File: src/rtl/mux_n_to_1_reg_pkg.sv
// Shared constants and helpers for the registered N-to-1 handshake multiplexer.
package mux_n_to_1_reg_pkg;

    localparam int MODE_SEL = 0;
    localparam int MODE_RR  = 1;

    // Channel index reached by stepping 'step' places past 'base' (base < n, step <= n).
    function automatic int wrap_idx(input int base, input int step, input int n);
        int sum;
        sum = base + step;
        return (sum >= n) ? sum - n : sum;
    endfunction

endpackage

File: src/rtl/mux_n_to_1_reg_rr_arbiter.sv
// Combinational round-robin arbiter: grants the first requester after ptr,
// scanning upward and wrapping from N-1 back to 0.
module rr_arbiter
    import mux_n_to_1_reg_pkg::*;
#(
    parameter  int N    = 4,
    localparam int SELW = $clog2(N)
) (
    input  logic [N-1:0]    req,
    input  logic [SELW-1:0] ptr,
    output logic [SELW-1:0] gnt_idx,
    output logic            gnt_valid
);

    logic [SELW-1:0] cand_idx [N];
    logic [N-1:0]    cand_req;

    // cand_idx[k] is the channel examined at priority position k (0 = highest).
    genvar gi;
    generate
        for (gi = 0; gi < N; gi++) begin : g_cand
            assign cand_idx[gi] = SELW'(wrap_idx(int'(ptr), gi + 1, N));
            assign cand_req[gi] = req[cand_idx[gi]];
        end
    endgenerate

    always_comb begin
        gnt_idx   = '0;
        gnt_valid = 1'b0;
        for (int k = N - 1; k >= 0; k--) begin
            if (cand_req[k]) begin
                gnt_idx   = cand_idx[k];
                gnt_valid = 1'b1;
            end
        end
    end

endmodule

File: src/rtl/mux_n_to_1_reg.sv
// N-to-1 multiplexer with a one-entry registered output and valid/ready on every
// channel; the source is chosen by an explicit select or by round-robin.
module mux_n_to_1_reg
    import mux_n_to_1_reg_pkg::*;
#(
    parameter  int WIDTH = 6,
    parameter  int N     = 4,
    parameter  int MODE  = MODE_SEL,
    localparam int SELW  = $clog2(N)
) (
    input  logic                 clk,
    input  logic                 rst,
    input  logic [N*WIDTH-1:0]   in_data,
    input  logic [N-1:0]         in_valid,
    output logic [N-1:0]         in_ready,
    input  logic [SELW-1:0]      sel,
    output logic [WIDTH-1:0]     out_data,
    output logic [SELW-1:0]      out_src,
    output logic                 out_valid,
    input  logic                 out_ready
);

    logic [WIDTH-1:0] word [N];
    logic [SELW-1:0]  grant_idx;
    logic             grant_valid;
    logic             accept;
    logic             transfer;

    genvar gi;
    generate
        for (gi = 0; gi < N; gi++) begin : g_word
            assign word[gi] = in_data[gi*WIDTH +: WIDTH];
        end

        if (MODE == MODE_RR) begin : g_rr
            logic [SELW-1:0] rr_ptr_reg;
            logic            unused_sel;

            assign unused_sel = ^sel;

            rr_arbiter #(.N(N)) u_arb (
                .req       (in_valid),
                .ptr       (rr_ptr_reg),
                .gnt_idx   (grant_idx),
                .gnt_valid (grant_valid)
            );

            // Priority only moves on a real transfer, so idle cycles keep fairness order.
            always_ff @(posedge clk) begin
                if (rst) begin
                    rr_ptr_reg <= SELW'(N - 1);
                end else if (transfer) begin
                    rr_ptr_reg <= grant_idx;
                end
            end
        end else begin : g_sel
            assign grant_idx   = sel;
            assign grant_valid = (int'(sel) < N) && in_valid[sel];
        end
    endgenerate

    // The output register can take a word when empty or when it drains this cycle.
    assign accept   = ~out_valid | out_ready;
    assign transfer = ~rst & accept & grant_valid;

    always_comb begin
        in_ready = '0;
        if (transfer) begin
            in_ready[grant_idx] = 1'b1;
        end
    end

    always_ff @(posedge clk) begin
        if (rst) begin
            out_valid <= 1'b0;
            out_data  <= '0;
            out_src   <= '0;
        end else if (accept) begin
            if (grant_valid) begin
                out_valid <= 1'b1;
                out_data  <= word[grant_idx];
                out_src   <= grant_idx;
            end else begin
                out_valid <= 1'b0;
            end
        end
    end

endmodule
File: config.mk
export PLATFORM = sky130hd
export DESIGN_NAME = mux_n_to_1_reg
export DESIGN_NICKNAME = d
export VERILOG_FILES = /design/src/rtl/mux_n_to_1_reg_pkg.sv /design/src/rtl/mux_n_to_1_reg_rr_arbiter.sv /design/src/rtl/mux_n_to_1_reg.sv
export SDC_FILE = /design/constraint.sdc
export NUM_CORES = 1
export LEC_CHECK = 0
export ABC_AREA = 1
export CAP_MARGIN = 25
export CORE_UTILIZATION = 25
export DETAILED_ROUTE_END_ITERATION = 12
export PLACE_DENSITY_LB_ADDON = 0.15
export SLEW_MARGIN = 20
export SYNTH_ARGS = -nofsm -noshare
export SYNTH_HDL_FRONTEND = slang
export SYNTH_HIERARCHICAL = 1
export SYNTH_SLANG_ARGS = --single-unit
export TNS_END_PERCENT = 20
File: constraint.sdc
create_clock -name clk -period 3.55 [get_ports clk]
set_clock_uncertainty 0.15 [all_clocks]
set_input_delay 0.355 -clock clk [delete_from_list [all_inputs] [get_ports clk]]
set_output_delay 0.355 -clock clk [all_outputs]
set_load 0.01 [all_outputs]
==> results.ini <==
[worst_setup_path]
endpoint_kind = primary output
worstPathArrival_ns = 2.33
critPathLaunchType = input pin
critPathKind = in2out
cp.required_ns = 3.04
worstPathMaxFanout = 15

[finish]
multi_input_area_um2 = 425.4
n_antenna_cell = 0
area_growth_pct = 70.72
final_common_cell = clkdlybuf4s50_1
fin_nets = 194
final_util = 0.4598
final_area_um2 = 1160
seq_area_um2 = 180.2
num-fill-cells = 281
layout_common_cells = clkdlybuf4s50_1 (45), nand2_1 (36), nand3_1 (25), nor2_1 (14), dfxtp_1 (9)
drive_gt1_frac = 0.07500

[synthesis]
yosys-top-cells-area = dfxtp_1 (27%), nand2_1 (20%), nand3_1 (18%), nor2_1 (7.7%), a21oi_1 (5.9%)
synthCells = 116
synth_seq_cells = 9
syn_area_um2 = 679.4
avgSynthCellArea_um2 = 5.857
yosysWarnings = 6
synthMuxAreaShare = 0
synth.distinct_cells = 19
synth_xor_area_frac = 0
yosys.area.top_type = dfxtp_1
synthSimpleGateAreaFrac = 0.5562
synth_fp_nets = 149
yosysSeqAreaShare = 0.2652
synth_compound_area_frac = 0.06998
synth_top_family_by_area = simple AND/OR/NAND/NOR gates
synth_top_cell_area_share = 0.2652
synth-adder-area-share = 0

[cts]
cts_made_buffers = 3
cts_setup_buffers = 0
clk_pin_slew_worst_paths_ns = 0.06
h-tree-depth = 1
clk_latency_ns = 0.25
cts_sinks = 9
cts_tree = yes
root_buffer = clkbuf_4
cts_resized = 0
ctsHoldBuffers = 0
clockBufferDepth = 2

[timing]
fin_crit_ns = 2.836
setup_viol = 0
fin_crit_sh = 0.7988
tightest_slew_ns = 0.4984
hold_violations = 0
fin_ws_ns = 0.7144
relSlewSlack = 0.6677
setup_tns_ns = 0
rsz0062_at_grt = false
max_freq_ghz = 0.3527
maxSlewViolCount = 0

[outcome]
status = finished clean

[drt]
vias_per_cell = 4.747
drt_iter0_drc = 14
dr.pass1.iters = 4
vias = 902
drt-total-wl_um = 2015
antenna_left = 0
wire_per_inst_um = 10.61
drcViolationCount = 0

[power]
power_mw = 0.3214
ir_worst_vdd_mv = 0.2522
leakage_nw = 0.5171
p_per_area_nw_per_um2 = 277.1

[hold_path]
hp-class = reg2reg

[floorplan]
io_pins = 46
core-area_um2 = 2522
die-width_um = 54.13
dieArea_um2 = 2930
die_h_um = 54.13
rows = 18
start_util = 0.2693

[place]
gp_congestion = 0.8436
dpl_worst_slack_ns = 0.6948
dp_hpwl_um = 1581
portBuffers = 45
placed_area_um2 = 1134

[grt]
grt_pass1_wl_um = 3277
grt-ovfl-total = 0
antenna_found_initial = 0
grt_max_degree = 17
grt_pass1_vias = 816
grtUsageTotal = 0.1555

[job]
maxCapViolCount = 0

==> final cells by class <==
cell class,instances,share of cell area
Inverter,6,0.02158
Clock buffer,4,0.02265
Multi-Input combinational cell,94,0.3668
Timing Repair Buffer,47,0.4013
Tap cell,30,0.03236
Sequential cell,9,0.1553
==> routing by layer <==
metal,global-route usage,up-vias,wire length (µm)
met5,0,-,0
met4,0.02137,0,0
met3,0.06215,0,149
met2,0.2683,35,961
met1,0.1827,400,904
li1,-,467,-
==> registers in the layout (all words and copies together), names as in the netlist <==
signal / flops
out_src: 2
out_data: 6
out_valid: 1
==> stage by stage <==
step                std cells  hold WS (ns)
floorplan                 116        0.3193
global placement          186        0.2983
detailed placement        186        0.2993
CTS                       190        0.3084
global route              190        0.3479
finish                    190        0.3055
==> worst max-delay path: stages <==
cell	delay, ns
clkdlybuf4s50_1	0.53
inv_4	0.16
nand2_2	0.05
nand2_1	0.09
nand2_2	0.07
nand2_4	0.15
nand2_2	0.12
nor3b_1	0.23
clkdlybuf4s50_1	0.57
==> worst paths after layout <==
check | start | endpoint | slack [ns] | cells past startpoint
setup / recovery | sel[0] | in_ready[0] | 0.71 | 9
hold / removal | out_src[1] | out_src[1] | 0.31 | 2
setup reg to reg | out_valid | out_valid | 2.14 | 6
hold reg to reg | out_src[1] | out_src[1] | 0.31 | 2
==> synth_stat cells (all sizes together) <==
| library cell | n |
|---|---|
| a21oi | 8 |
| buf | 6 |
| clkbuf | 1 |
| clkinv | 1 |
| dfxtp | 9 |
| inv | 5 |
| nand2 | 41 |
| nand3 | 25 |
| nor2 | 14 |
| nor3 | 3 |
| nor3b | 1 |
| o211ai | 1 |
| or2 | 1 |
==> logic make-up (layout without fill, tap and decap cells) <==
kind of cell | Yosys count | in the layout
buffers and inverters | 13 | 57
flip-flops | 9 | 9
AND/OR/NAND/NOR | 85 | 85
AO/OA/AOI/OAI | 9 | 9
==> where the power goes <==
part           switching (mW)  internal, mW  total (mW)
logic                  0.0574        0.0717       0.129
clock network          0.0321        0.0431      0.0752
registers             0.00533         0.112       0.117
(Power assumes the default switching activity.)
